--- src/rtl/regbank_rd.sv ---
`default_nettype none
// ============================================================================
//  Module   : regbank_rd
//  Purpose  : DEPTH x 32-bit flop register bank with a free-running write port
//             and a single-register, valid/ready handshaked read port.
//             Reads have one cycle of latency. A read and a write to the same
//             word in the same cycle forward the write data. A captured read
//             result is a snapshot that later writes cannot disturb.
//             Completed read handshakes are counted by a wrapping 16-bit
//             counter.
//  Ports    :
//    clk_i       in   1   clock, rising-edge active
//    rst_ni      in   1   synchronous active-low reset
//    wr_en_i     in   1   write strobe
//    wr_addr_i   in   AW  write word address
//    wr_data_i   in   32  write data
//    rd_req_i    in   1   read request
//    rd_addr_i   in   AW  read word address, used only when the request is granted
//    rd_gnt_o    out  1   combinational; read request accepted this cycle
//    rd_valid_o  out  1   rd_data_o holds a completed read
//    rd_data_o   out  32  registered read data
//    rd_ready_i  in   1   consumer takes rd_data_o this cycle
//    rd_count_o  out  16  number of completed read handshakes (wraps)
//  Revision : 1.0  initial release
// ============================================================================
module regbank_rd #(
  parameter int DEPTH = 8,
  parameter int AW    = 3
) (
  input  logic          clk_i,
  input  logic          rst_ni,
  input  logic          wr_en_i,
  input  logic [AW-1:0] wr_addr_i,
  input  logic [31:0]   wr_data_i,
  input  logic          rd_req_i,
  input  logic [AW-1:0] rd_addr_i,
  output logic          rd_gnt_o,
  output logic          rd_valid_o,
  output logic [31:0]   rd_data_o,
  input  logic          rd_ready_i,
  output logic [15:0]   rd_count_o
);

  // --------------------------------------------------------------------------
  // Elaboration guard: the address must cover exactly DEPTH words so that no
  // address can select a non-existent word.
  // --------------------------------------------------------------------------
  generate
    if (DEPTH != (1 << AW)) begin : g_param_check
      $error("regbank_rd: DEPTH must equal 2**AW");
    end
  endgenerate

  localparam logic [31:0] C_ZERO_WORD = 32'h0000_0000;
  localparam logic [15:0] C_ZERO_CNT  = 16'h0000;
  localparam logic [15:0] C_ONE_CNT   = 16'h0001;

  // --------------------------------------------------------------------------
  // State
  // --------------------------------------------------------------------------
  logic [DEPTH-1:0][31:0] mem_q;
  logic [DEPTH-1:0][31:0] mem_d;
  logic                   valid_q, valid_d;
  logic [31:0]            data_q,  data_d;
  logic [15:0]            count_q, count_d;

  // --------------------------------------------------------------------------
  // Combinational control
  // --------------------------------------------------------------------------
  logic        w_out_free;   // output register can accept a new result
  logic        w_gnt;        // read accepted this cycle
  logic        w_handshake;  // consumer takes the current result this cycle
  logic        w_fwd;        // same-cycle write to the word being read
  logic [31:0] w_rd_word;    // word value the granted read will capture

  // The output register is free when empty, or when it is being drained in
  // this same cycle, which is what allows one read per cycle back-to-back.
  assign w_out_free  = ~valid_q | rd_ready_i;
  assign w_gnt       = rd_req_i & rst_ni & w_out_free;
  assign w_handshake = valid_q & rd_ready_i;

  // Write-first: a write landing on the addressed word this edge is what the
  // read returns, not the stale stored value.
  assign w_fwd     = wr_en_i & (wr_addr_i == rd_addr_i);
  assign w_rd_word = w_fwd ? wr_data_i : mem_q[rd_addr_i];

  // Storage next-state: only the addressed word takes the write data.
  always_comb begin
    mem_d = mem_q;
    if (wr_en_i) begin
      mem_d[wr_addr_i] = wr_data_i;
    end
  end

  // Output register next-state. Data only changes on a grant, so a held
  // result is a snapshot that writes to its source word cannot alter, and a
  // drained result keeps its last value.
  always_comb begin
    valid_d = valid_q;
    data_d  = data_q;
    if (w_gnt) begin
      valid_d = 1'b1;
      data_d  = w_rd_word;
    end else if (rd_ready_i) begin
      valid_d = 1'b0;
    end
  end

  // Handshake counter, wrapping naturally at 16 bits.
  always_comb begin
    count_d = count_q;
    if (w_handshake) begin
      count_d = count_q + C_ONE_CNT;
    end
  end

  // --------------------------------------------------------------------------
  // Registers
  // --------------------------------------------------------------------------
  always_ff @(posedge clk_i) begin
    if (!rst_ni) begin
      for (int i = 0; i < DEPTH; i++) begin
        mem_q[i] <= C_ZERO_WORD;
      end
    end else begin
      mem_q <= mem_d;
    end
  end

  // A pending, untaken result is discarded by reset without being counted.
  always_ff @(posedge clk_i) begin
    if (!rst_ni) begin
      valid_q <= 1'b0;
      data_q  <= C_ZERO_WORD;
      count_q <= C_ZERO_CNT;
    end else begin
      valid_q <= valid_d;
      data_q  <= data_d;
      count_q <= count_d;
    end
  end

  // --------------------------------------------------------------------------
  // Outputs
  // --------------------------------------------------------------------------
  assign rd_gnt_o   = w_gnt;
  assign rd_valid_o = valid_q;
  assign rd_data_o  = data_q;
  assign rd_count_o = count_q;

endmodule
`default_nettype wire
--- config.mk ---
export PLATFORM = sky130hd
export DESIGN_NAME = regbank_rd
export DESIGN_NICKNAME = d
export VERILOG_FILES = /design/src/rtl/regbank_rd.sv
export SDC_FILE = /design/constraint.sdc
export NUM_CORES = 1
export LEC_CHECK = 0
export CAP_MARGIN = 40
export CORE_MARGIN = 5
export CORE_UTILIZATION = 60
export DETAILED_ROUTE_END_ITERATION = 6
export PLACE_DENSITY_LB_ADDON = 0.05
export SYNTH_ARGS = -nofsm -noshare
export SYNTH_HDL_FRONTEND = slang
export SYNTH_SLANG_ARGS = --single-unit
--- constraint.sdc ---
create_clock -name clk_i -period 3.4 [get_ports clk_i]
set_input_delay 0.68 -clock clk_i [delete_from_list [all_inputs] [get_ports clk_i]]
set_output_delay 0.68 -clock clk_i [all_outputs]
set_load 0.05 [all_outputs]
# Word-level counts from Yosys, hierarchy flattened
# Index checks and enable logic that the tools add are counted.
# W data, S select, Z words.
# word_totals
register_bits	305
input_bits	43
# op_classes
add_sub_neg	1
eq_ne	1
n_bitwise	6
n_lt_le_gt_ge	3
n_mux	8
reduce_logical	2
# op_table
cell	n
$bwmux W256	1
$bmux W32 S3	1
$demux W32 S3	1
$mux W32	3
$add A16 B1 Y16 const B	1
$lt A3 B4 Y1 const B	2
$and A1 B1 Y1	4
$eq A3 B3 Y1	1
$ge A3 B1 Y1 const B	1
$mux W1	2
$reduce_bool A2 Y1	1
$logic_and A1 B1 Y1	1
$not A1 Y1	1
$or A1 B1 Y1	1

# Longest topological paths before layout
# depth
depth_word	5
depth_mapped	7
depth_no_buf	5

# Worst setup path after synthesis
# Ideal clock, no wire load.
# synth_timing
path_type	input-to-reg
from	in rd_addr_i[2]
to	reg data_q[15], in the netlist rd_data_o[15]
n_path_buf	2
setup_slack_ns	1.331
arrival_ns	1.947
stages	6
cell_sequence	buf_6 -> buf_6 -> mux4_1 -> mux2i_1 -> nor3_1 -> a221o_1
# synth_between
elab_chain_len	3
word_cells_on_any_way	5
cone_classes	eq/ne: 1; mux: 3; bitwise: 1
# synth_lines
item	line	rtl
start: declaration	36	input logic [AW-1:0] rd_addr_i,
$bmux W32 S3 or $eq A3 B3 Y1 (tied branches)	85, 84	
$mux W32 (not written as such) or $and A1 B1 Y1 (tied branches)	85, 84	
$mux W32 (*)	85	assign w_rd_word = w_fwd ? wr_data_i : mem_q[rd_addr_i];
end signal: assignment	138	data_q <= data_d;
end: declaration	64	logic [31:0] data_q, data_d;
# Every way passes the cells marked *; elsewhere a longest branch is shown, timed or not. The select of a mux whose other input is x is not followed.
# A chain may end at the register's enable or synchronous reset.

# Final worst setup path
# layout_timing
from	in rd_ready_i
to	out rd_gnt_o
# layout_between
elab_chain_len	2
# layout_lines
item	line	rtl
start: declaration	40	input logic rd_ready_i,
$or A1 B1 Y1	78	assign w_out_free = ~valid_q | rd_ready_i;
$and A1 B1 Y1	79	assign w_gnt = rd_req_i & rst_ni & w_out_free;
end: declaration	37	output logic rd_gnt_o,
# Every way passes these cells.

==> impl_metrics.tcl <==
set metrics [dict create \
    rows 53 \
    worstSetupPathType "input pin to primary output" \
    r2r-start "rd_valid_o$_SDFFE_PN0P_" \
    worst_slew_pin_slew_ns 0.8506 \
    globalRouteMet2Util_pct 50.81 \
    crit_chain "clkdlybuf4s50_1 -> nand2b_1 -> nand3_2 -> inv_2 -> buf_12" \
    synth.ff_latch_count 305 \
    crit_path_max_fanout 7 \
    multi_input_area_um2 6063 \
    critPathTopFamily "buffers and inverters" \
    die_h_um 156.1 \
    hold_start "mem_q[143]$_SDFFE_PN0P_" \
    r2r_end "rd_data_o[1]$_SDFFE_PN0P_" \
    via_per_inst 5.981 \
    max_freq_mhz 393.6 \
    start_kind "input pin" \
    p_per_area_nw_per_um2 517.5 \
    stdcell_count 1810 \
    grt_max_degree 181 \
    clkTransAtPathRegs_ns 0.06 \
    holdPathStages 2 \
    top_usage_layer "met2" \
    setup_tns_ns 0 \
    die_width_um 156.1 \
    start_util_pct 60.95 \
    ioPinCount 93 \
    cts_made_buffers 31 \
    clock_latency_ns 0.55 \
    met3_usage_pct 4.216 \
    async_flop_share_pct 0 \
    max-cap-violations 0 \
    io_buffers 92 \
    skew_ns 0.01161 \
    avgSynthCellArea_um2 8.628 \
    first_pass_iters 5 \
    wirelength_mm 36.32 \
    fin_total_pwr_mw 7.741 \
    setup_viol 0 \
    drtAntennaViolNets 0 \
    seq_area_um2 6106 \
    dp_hpwl_mm 20.94 \
    cts_setup_buffers 0 \
    core_um2 21020 \
    grt_use_met1_pct 39.30 \
    slew_headroom_pct 43.29 \
    syn_area_um2 12810 \
    required_ns 2.72 \
    fin_hold_ws_ns 0.4506 \
    fillers 1670 \
    synthFlopType "dfxtp_1" \
    seq_area_frac_synth_pct 47.66 \
    cts_htree_levels 1 \
    clock_sinks 305 \
    synth.distinct_cells 36 \
    grt_pass1_wl_mm 57.49 \
    drtIter0Drc 1019 \
    ff2ff_setup_slack_ns 1.53 \
    holdBufCountCts 0 \
    syn_inst 1485 \
    cp.arrival_ns 1.86 \
    dieArea_um2 24380 \
    post_cts_resized 0 \
    hold_end "mem_q[143]$_SDFFE_PN0P_" \
    area_growth_pct 16.74 \
    rr_worst_depth 6 \
    routed-via-count 10825 \
    pre_cts_slack_ns 0.5950 \
    path_buf_inv 3 \
    cp_slowest_cell "clkdlybuf4s50_1" \
    min_period_ns 2.540 \
    drc 0 \
    tritoncts "built" \
    grt_antenna_before_repair 0 \
    grt.total_usage_pct 29.67 \
    rsz0062_at_grt "no" \
    syn-num-nets 1529 \
    hold_violations 0 \
    hold_path.class "register to register" \
    final_nets 1555 \
    ir_drop_v 0.0004653 \
    grt_overflow 0 \
    layout_commonest_cell "nand2_1" \
    status "complete, no violations" \
    p_leak_nw 5.133 \
    dp_cells 1753 \
    layout_common_cells "528 x nand2_1, 305 x dfxtp_1, 264 x a21oi_1" \
    critPathMaxStageDelay_ns 0.59 \
    routabilityCongestion 0.8053 \
    period_share_pct 74.72 \
    synth_edf_count 0 \
    clockRootBuffer "clkbuf_16" \
    synth_warnings 0 \
    slew_viol_final 0 \
    setup_slack_ns 0.8596 \
    first_global_vias 10473 \
    endpoint_kind "primary output" \
    clockBufferDepth 3 \
    drive_above_1_share_pct 10.69 \
    routedWlPerCell_um 20.07 \
]
through the flow:
stage / utilization (%) / instance area (um2)
after floorplan: - / 12810
after CTS: 71.14 / 14950
final: 71.15 / 14960
after global routing: 71.14 / 14950
after detailed placement: 66.25 / 13930
after global placement: 66.12 / 13900
synth_stat cells, types with 2 or more instances:
master	n	share of area [%]
nand2b_1	4	0.20
nor2_1	18	0.53
or3_1	5	0.24
and2_1	2	0.098
xor2_1	5	0.34
mux4_1	8	1.6
a21oi_1	264	10
nand4_1	7	0.34
a222oi_1	3	0.23
and3_1	2	0.098
nand2_1	528	15
buf_4	3	0.18
mux4_2	56	9.8
inv_1	8	0.23
mux2i_1	32	2.5
nor2b_1	3	0.15
nand3_1	10	0.39
o21ai_0	5	0.20
dfxtp_1	305	48
clkbuf_4	2	0.12
a221o_1	28	2.2
xnor2_1	8	0.55
buf_2	14	0.55
nor3_1	32	1.2
buf_6	6	0.53
and4_1	2	0.14
clkbuf_1	116	3.4
worst register-to-register path, delay by kind of cell (launching register included):
kind	cells	cell delay, ns
flip-flops	1	0.38
AND/OR/NAND/NOR	3	0.88
buffers and inverters	2	0.39
AO/OA/AOI/OAI	1	0.16
worst max-delay path by stage:
stage | startpoint | end | slack (ns) | depth (start not counted)
2_1_floorplan | rd_addr_i[2] | rd_data_o[15]$_SDFFE_PN0P_ | 1.33 | 6
3_3_place_gp | wr_addr_i[0] | rd_data_o[22]$_SDFFE_PN0P_ | 0.60 | 6
3_5_place_dp | rd_ready_i | rd_data_o[19]$_SDFFE_PN0P_ | 0.60 | 7
4_1_cts | rd_valid_o$_SDFFE_PN0P_ | rd_valid_o | 0.85 | 1
5_1_grt | rd_ready_i | rd_gnt_o | 0.77 | 5
6_report | rd_ready_i | rd_gnt_o | 0.86 | 5
final cells by class:
class / instances / share of cell area [%]
Sequential cell: 305 / 40.82
Multi-Input combinational cell: 1028 / 40.54
Timing Repair Buffer: 136 / 9.169
Clock buffer: 53 / 6.609
Tap cell: 275 / 2.300
Inverter: 9 / 0.2761
Clock inverter: 3 / 0.2677
Antenna cell: 1 / 0.01673
state kept, by name, indices dropped and copies added (netlist names):
signal / flops
mem_q: 256
rd_count_o: 16
rd_data_o: 32
rd_valid_o: 1
cells by family (layout without fill, tap and decap cells):
kind of cell / Yosys count / after routing / share of synthesized area, %
mux: 96 / 96 / 13.98
simple gates: 617 / 617 / 19.16
xor+xnor: 13 / 13 / 0.8887
flops: 305 / 305 / 47.66
other cells: 0 / 1 / 0
buf+inv: 152 / 201 / 5.215
compound gates: 301 / 301 / 13.00
fa+ha+maj: 1 / 1 / 0.09764
report_power, final:
part,internal [mW],switching [mW]
clock,2.03,1.38
combinational,0.229,0.411
sequential,3.65,0.0456
total,5.91,1.83
per-layer routing:
metal,vias to the layer above,wire length [um]
met2,426,17850
met1,5225,14650
li1,5106,-
met4,0,770
met3,68,3049
met5,-,0
Power figures use the tool's default switching activity.
